File: src/rtl/gol_stepper.sv
// Game of Life engine for an 8x8 board: accepts a board and a generation count,
// evolves it one row per clock and hands back the final board over valid/ready.
`timescale 1ns/1ps
module gol_stepper #(
    parameter int unsigned WRAP  = 0,
    parameter int unsigned GEN_W = 8
) (
    input  logic             clk,
    input  logic             reset_n,
    input  logic             in_valid,
    output logic             in_ready,
    input  logic [63:0]      grid_in,
    input  logic [GEN_W-1:0] num_gens,
    output logic             out_valid,
    input  logic             out_ready,
    output logic [63:0]      grid_out,
    output logic [GEN_W-1:0] gen_count,
    output logic             busy
);

    typedef enum logic [1:0] {StIdle, StRun, StDone} state_e;

    state_e           state_q;
    logic [63:0]      cur_q;
    logic [63:0]      nxt_q;
    logic [2:0]       row_q;
    logic [GEN_W-1:0] gen_q;
    logic [GEN_W-1:0] target_q;
    logic             in_ready_q;
    logic             out_valid_q;
    logic             busy_q;

    logic [7:0]       row_bits_d;
    logic [3:0]       n_cnt;
    logic             self_alive;
    logic [GEN_W-1:0] gen_inc;

    assign gen_inc = gen_q + GEN_W'(1);

    // Cell lookup; negative or >7 coordinates wrap via 3-bit truncation when WRAP is set.
    function automatic logic cell_at(input logic [63:0] b, input int r, input int c);
        logic       res;
        logic [5:0] idx;
        idx = {3'(r), 3'(c)};
        if (WRAP != 0) begin
            res = b[idx];
        end else if (r < 0 || r > 7 || c < 0 || c > 7) begin
            res = 1'b0;
        end else begin
            res = b[idx];
        end
        return res;
    endfunction

    always_comb begin
        row_bits_d = '0;
        n_cnt      = '0;
        self_alive = 1'b0;
        for (int c = 0; c < 8; c++) begin
            n_cnt = '0;
            for (int dr = -1; dr <= 1; dr++) begin
                for (int dc = -1; dc <= 1; dc++) begin
                    if (dr != 0 || dc != 0) begin
                        n_cnt = n_cnt + 4'(cell_at(cur_q, int'(row_q) + dr, c + dc));
                    end
                end
            end
            self_alive    = cell_at(cur_q, int'(row_q), c);
            row_bits_d[c] = (n_cnt == 4'd3) || (self_alive && n_cnt == 4'd2);
        end
    end

    always_ff @(posedge clk) begin
        if (!reset_n) begin
            state_q     <= StIdle;
            cur_q       <= '0;
            nxt_q       <= '0;
            row_q       <= '0;
            gen_q       <= '0;
            target_q    <= '0;
            in_ready_q  <= 1'b1;
            out_valid_q <= 1'b0;
            busy_q      <= 1'b0;
        end else begin
            unique case (state_q)
                StIdle: begin
                    if (in_valid) begin
                        cur_q      <= grid_in;
                        target_q   <= num_gens;
                        gen_q      <= '0;
                        row_q      <= '0;
                        in_ready_q <= 1'b0;
                        if (num_gens == '0) begin
                            state_q     <= StDone;
                            out_valid_q <= 1'b1;
                        end else begin
                            state_q <= StRun;
                            busy_q  <= 1'b1;
                        end
                    end
                end
                StRun: begin
                    nxt_q[{row_q, 3'b000} +: 8] <= row_bits_d;
                    if (row_q == 3'd7) begin
                        // Commit the whole generation at once so every row saw the same cur.
                        cur_q <= {row_bits_d, nxt_q[55:0]};
                        row_q <= '0;
                        gen_q <= gen_inc;
                        if (gen_inc == target_q) begin
                            state_q     <= StDone;
                            busy_q      <= 1'b0;
                            out_valid_q <= 1'b1;
                        end
                    end else begin
                        row_q <= row_q + 3'd1;
                    end
                end
                StDone: begin
                    if (out_ready) begin
                        state_q     <= StIdle;
                        out_valid_q <= 1'b0;
                        in_ready_q  <= 1'b1;
                    end
                end
                default: begin
                    state_q     <= StIdle;
                    in_ready_q  <= 1'b1;
                    out_valid_q <= 1'b0;
                    busy_q      <= 1'b0;
                end
            endcase
        end
    end

    assign in_ready  = in_ready_q;
    assign out_valid = out_valid_q;
    assign busy      = busy_q;
    assign grid_out  = cur_q;
    assign gen_count = gen_q;

endmodule

File: config.mk
export PLATFORM = sky130hd
export DESIGN_NAME = gol_stepper
export DESIGN_NICKNAME = d
export VERILOG_FILES = /design/src/rtl/gol_stepper.sv
export SDC_FILE = /design/constraint.sdc
export NUM_CORES = 1
export LEC_CHECK = 0
export BUFFER_PORTS_ARGS = -buffer_cell sky130_fd_sc_hd__clkbuf_2
export CELL_PAD_IN_SITES_DETAIL_PLACEMENT = 1
export CELL_PAD_IN_SITES_GLOBAL_PLACEMENT = 2
export CORE_MARGIN = 2
export CORE_UTILIZATION = 39
export CTS_BUF_LIST = sky130_fd_sc_hd__clkbuf_2 sky130_fd_sc_hd__clkbuf_4 sky130_fd_sc_hd__clkbuf_8
export CTS_CLUSTER_DIAMETER = 50
export DETAILED_ROUTE_END_ITERATION = 6
export GPL_TIMING_DRIVEN = 1
export HOLD_SLACK_MARGIN = 0.02
export PLACE_DENSITY_LB_ADDON = 0.1
export SYNTH_ARGS = -nofsm -noshare
export SYNTH_HDL_FRONTEND = slang
export SYNTH_SLANG_ARGS = --single-unit
File: constraint.sdc
create_clock -name clk -period 15.92 [get_ports clk]
set_input_delay 3.184 -clock clk [delete_from_list [all_inputs] [get_ports clk]]
set_output_delay 3.184 -clock clk [all_outputs]
set_load 0.01 [all_outputs]
# After elaboration in Yosys (flattened, before gate mapping)
# Cells that the tools add are included.
dict set report word_totals {
  wordCells 254
  register_bits 152
}
dict set report op_classes {
  order_cmp 30
  add_sub_neg 54
  eq_ne 26
  n_reduce_logical 29
  n_mux 102
  shift 2
  bitwise_logic 2
}
# operator n
set op_table {}
lappend op_table {{$lt 6x7->1 const B} 24}
lappend op_table {{$mux 64} 2}
lappend op_table {{$pmux 64 s2} 1}
lappend op_table {{$add 4x1->4} 28}
lappend op_table {{$bmux 1 s3} 24}
lappend op_table {{$bwmux 64} 1}
lappend op_table {{$eq 4x2->1 const B} 16}
lappend op_table {{$shift 8x8->64 const A} 1}
lappend op_table {{$shiftx 8x8->64} 1}
lappend op_table {{$mux 1} 59}
lappend op_table {{$add 3x1->4} 7}
lappend op_table {{$add 2x1->3} 7}
lappend op_table {{$mux 8} 2}
lappend op_table {{$pmux 8 s2} 1}
lappend op_table {{$add 1x1->2} 7}
lappend op_table {{$ne 2x2->1 const B} 6}
lappend op_table {{$logic_or 1x1->1} 11}
lappend op_table {{$mux 2} 5}
lappend op_table {{$reduce_and 5->1} 2}
lappend op_table {{$pmux 1 s3} 3}
lappend op_table {{$add 8x1->8 const B} 1}
lappend op_table {{$eq 8x8->1} 1}
lappend op_table {{$logic_and 1x1->1} 8}
lappend op_table {{$logic_not 8->1} 1}
lappend op_table {{22 further kinds} 26}

# Logic depth before layout (Yosys ltp)
dict set report depth {
  depth_word 16
  ltp_mapped 25
}

# Worst setup path before layout
# Ideal clock, no wire load.
dict set report synth_timing {
  kind {flip-flop to flip-flop}
  startpoint {register row_q[0]}
  endpoint {register nxt_q[37]}
  arrival_ns 6.272
  setup_slack_ns 9.578
  path_buffers 7
  path_stages_with_launch 24
  setup_ns 0.070
  path_cell_list {dfxtp_1 buf_6 buf_8 buf_4 buf_6 buf_4 inv_1 ha_1 clkbuf_1 clkbuf_1 mux4_2 mux2i_1 nor2_1 fa_1 inv_1 fa_1 fa_1 inv_1 ha_1 fa_1 or2_2 a221o_2 or4_1 a21oi_1}
}
dict set report synth_between {
  elab_chain_len 16
  elab_cells_between_ends 168
  cone_classes {52 x add/sub; 6 x order compare; 16 x eq/ne; 2 x shift; 73 x mux; 19 x reduce/logical}
}
# item line_no
set synth_rtl {}
lappend synth_rtl {{start: declaration} 26} ;# logic [2:0] row_q;
lappend synth_rtl {{start signal: assignment} 115} ;# row_q <= row_q + 3'd1;
lappend synth_rtl {{$add 4x1->5} -}
lappend synth_rtl {{$lt 5x1->1, or another cell as far along} -}
lappend synth_rtl {{$logic_or 1x1->1 / $mux 1 (equally long branches)} {47, 50}}
lappend synth_rtl {{$mux 1} 47} ;# end else if (r < 0 || r > 7 || c < 0 || c > 7) begin
lappend synth_rtl {{$add 1x1->2} 64} ;# n_cnt = n_cnt + 4'(cell_at(cur_q, int'(row_q) + dr, c + dc));
lappend synth_rtl {{$add 2x1->3} 64}
lappend synth_rtl {{$add 3x1->4} 64}
lappend synth_rtl {{$add 4x1->4 (4 in series)} 64}
lappend synth_rtl {{$eq 4x2->1} 69} ;# row_bits_d[c] = (n_cnt == 4'd3) || (self_alive && n_cnt == 4'd2);
lappend synth_rtl {{$logic_and 1x1->1} 69}
lappend synth_rtl {{$logic_or 1x1->1} 69}
lappend synth_rtl {{$shiftx 8x8->64} 103} ;# nxt_q[{row_q, 3'b000} +: 8] <= row_bits_d;
lappend synth_rtl {{$bwmux 64 *} 103}
lappend synth_rtl {{end signal: indexed assignment} 103}
lappend synth_rtl {{end: declaration} 25} ;# logic [63:0] nxt_q;
# Mark *: on every way between the ends. The rest lies on a longest branch, timed or not. The select of a mux whose other input is x is not followed.
# A chain may end at the register's enable or synchronous reset.

# Worst setup path in the final report
# Same ends and word-level chain as after synthesis.

==> results.tsv <==
stage	metric	value	unit
layout	layout.nets	1225	
timing	relSlewSlack	0.3888	
critical_path	crit_type	flip-flop to flip-flop	
floorplanning	std_cell_rows	55	
power_and_ir_drop	finalPower	1.143	mW
layout	drive_gt1_frac	0.2464	
synthesis	async_flop_share	0	
timing	whs	0.4643	ns
synthesis	synthTopCellsByArea	dfxtp_1, mux4_2, nand2_1	
layout	mostFrequentLayoutCells	nand2_1, clkbuf_2, dfxtp_1	
critical_path	crit_required	16.30	ns
floorplanning	coreArea	0.02257	mm2
timing	finalHoldViolCount	0	
detailed_routing	drt_iter0_drc	484	
power_and_ir_drop	swShare	0.3760	
clock_network	cts_resized	0	
detailed_routing	wirelength	32330	um
power_and_ir_drop	p_per_area	111.8	mW/mm2
timing	skew	0.01891	ns
clock_network	clk_path_buf_depth	2	
run_status	status	finished, final reports clean	
clock_network	cts_made_buffers	17	
timing	rsz0062_at_grt	no	
clock_network	cts-root-buf	clkbuf_8	
critical_path	r2r_start	row_q[0]	
synthesis	netlist_area	0.008934	mm2
detailed_routing	vias	8132	
layout	final_cells	1390	
placement	place.gp.congestion	0.9170	
timing	fin_tns_setup	0	ns
power_and_ir_drop	max-vdd-ir-drop	0.00005133	V
clock_network	cts_setup_buffers	0	
critical_path	cp-start-kind	flip-flop	
power_and_ir_drop	intPower	0.7134	mW
detailed_routing	antenna_left	0	
detailed_routing	drt_drc_violations_left	0	
clock_network	clk_pin_slew_worst_paths	0.09	ns
synthesis	synth_top_flop_cell	dfxtp_1	
floorplanning	die_y	155.4	um
synthesis	synthCells	986	
layout	mostFrequentLayoutCell	nand2_1	
placement	pre_cts_slack	9.247	ns
timing	layout_setup_ws	9.337	ns
timing	setup_viol_count_final	0	
clock_network	clock_latency	0.47	ns
timing	slew_violations	0	
timing	layout_min_cycle_time	6.583	ns
power_and_ir_drop	seqPwrFrac	0.374	
grt	grt_first_pass_wirelength	49800	um
grt	grt_usage	0.2741	
run	cap_violations	0	
grt	overflow	0	
placement	dpl.hpwl	23950	um
critical_path	r2r_cells	18	
layout	syn_to_final_growth	14.48	%
detailed_routing	dr.pass1.iters	5	
synthesis	avgSynthCellArea	9.060	um2
clock_network	holdBufCountCts	0	
detailed_routing	via_per_inst	5.850	
critical_path	ff2ff_setup_slack	9.34	ns
grt	antenna_found_initial	1	
hold_path	holdCritPathClass	flip-flop to flip-flop	
grt	grt_pass1_vias	8101	
hold_path	hold_path_depth	2	
power_and_ir_drop	pwr-share-clk	0.294	
layout	register_area	0.002887	mm2
timing	period_share	0.4135	
timing	fmax	151.9	MHz
critical_path	end_kind	flip-flop	
synthesis	yosys.area.top_type	dfxtp_1	
placement	io_buffers	150	
synthesis	synth_cell_types	71	
layout	fillers	2673	
critical_path	cp.arrival	6.96	ns
hold_path	worst_hold_path.endpoint	nxt_q[33]	
synthesis	yosys_register_bits	144	
synthesis	synth_edf_count	0	
synthesis	synth-seq-area-share	0.3227	
power_and_ir_drop	p_leak	4.363	nW
floorplanning	initial_core_util	0.3958	
grt	grt_max_degree	72	
floorplanning	die_w	155.4	um
power_and_ir_drop	p_comb_frac	0.332	
synthesis	yosys_warnings	0	
power_and_ir_drop	switching_power	0.4299	mW
synthesis	synth_top_cell_area_share	0.3227	
layout	multi_input_area	0.005515	mm2
synthesis	synth_nets	1120	
clock_network	cts_tree	yes	
clock_network	htree_levels	4	
floorplanning	io-pin-count	151	
hold_path	min_from	nxt_q[33]	
timing	tightestPinTransition	0.9168	ns
detailed_routing	wl_per_cell	23.26	um
clock_network	cts.sinks	144	
critical_path	path_max_fanout	64	
placement	dp_cells	1357	
critical_path	r2r_end	nxt_q[37]	
floorplanning	die-area	0.02413	mm2
power groups by stage:
stage	clock network, mW	logic, mW	registers (mW)
after floorplan	0	0.264	0.413
after global placement	0	0.370	0.435
after detailed placement	0	0.379	0.436
after CTS	0.343	0.382	0.427
after global routing	0.360	0.421	0.431
final	0.336	0.380	0.428
cell usage after synthesis (5+ instances only):
| library cell | count |
|---|---|
| a211oi_1 | 5 |
| a21oi_1 | 24 |
| a222oi_1 | 5 |
| a22oi_1 | 11 |
| a2bb2oi_1 | 22 |
| a311oi_1 | 56 |
| a31oi_1 | 5 |
| buf_1 | 8 |
| buf_6 | 5 |
| clkbuf_1 | 50 |
| dfxtp_1 | 144 |
| fa_1 | 28 |
| ha_1 | 30 |
| inv_1 | 53 |
| mux2_1 | 9 |
| mux2_2 | 13 |
| mux2i_1 | 17 |
| mux4_2 | 42 |
| nand2_1 | 156 |
| nand2b_1 | 9 |
| nand3_1 | 28 |
| nand4_1 | 5 |
| nor2_1 | 129 |
| o211a_1 | 6 |
| o21ai_0 | 15 |
| o21ai_1 | 15 |
| o31ai_1 | 6 |
| or2_2 | 10 |
| xnor2_1 | 7 |
registers in the layout (all words and copies together) (netlist names):
name,flops
state_q,2
busy,1
row_q,3
nxt_q,56
out_valid,1
in_ready,1
target_q,8
grid_out,64
gen_count,8
layout make-up:
type,count,share of cell area
Sequential cell,144,0.2822
Clock inverter,14,0.01982
Multi-Input combinational cell,714,0.5393
Inverter,56,0.02068
Timing Repair Buffer,158,0.07928
Antenna cell,1,0.0002447
Tap cell,285,0.03487
Clock buffer,18,0.02361
worst max-delay path, stage by stage (launching register included):
cell	delay (ns)
dfxtp_4	0.94
ha_1	0.28
ha_1	0.18
buf_4	0.31
mux4_2	0.54
mux2_2	0.27
nand2_1	0.11
inv_1	0.12
fa_1	0.52
inv_1	0.06
fa_1	0.49
fa_1	0.56
inv_1	0.05
ha_1	0.22
fa_1	0.39
or2_2	0.30
a221o_2	0.48
or4_1	0.50
a21oi_1	0.14
logic make-up after synthesis:
group,count (synthesis),synth area share
fa+ha+maj,58,0.1048
mux,83,0.1573
simple gates,370,0.1787
compound gates,193,0.1648
flops,144,0.3227
xor+xnor,10,0.009805
buf+inv,128,0.06190
stage by stage:
step / area (um2) / util
detailed placement: 9781 / 0.4333
floorplan: 8934 / -
global placement: 9781 / 0.4333
finish: 10230 / 0.4531
CTS: 10220 / 0.4530
global route: 10220 / 0.4530
worst max-delay path by stage:
| stage | from | endpoint | cells past startpoint |
|---|---|---|---|
| global route | row_q[0] | grid_out[62] | 16 |
| global placement | row_q[0] | nxt_q[46] | 16 |
| finish | row_q[0] | nxt_q[37] | 18 |
| detailed placement | row_q[0] | nxt_q[46] | 16 |
| floorplan | row_q[0] | nxt_q[37] | 23 |
| CTS | row_q[0] | nxt_q[46] | 16 |
per-layer routing:
layer	vias to the layer above	global-route usage	part of all wire
li1	3756	-	-
met1	3999	0.3802	0.45
met2	326	0.4212	0.45
met3	51	0.06100	0.076
met4	0	0.09830	0.030
met5	-	0	0
Note: power is estimated with default switching activity, not from simulation.
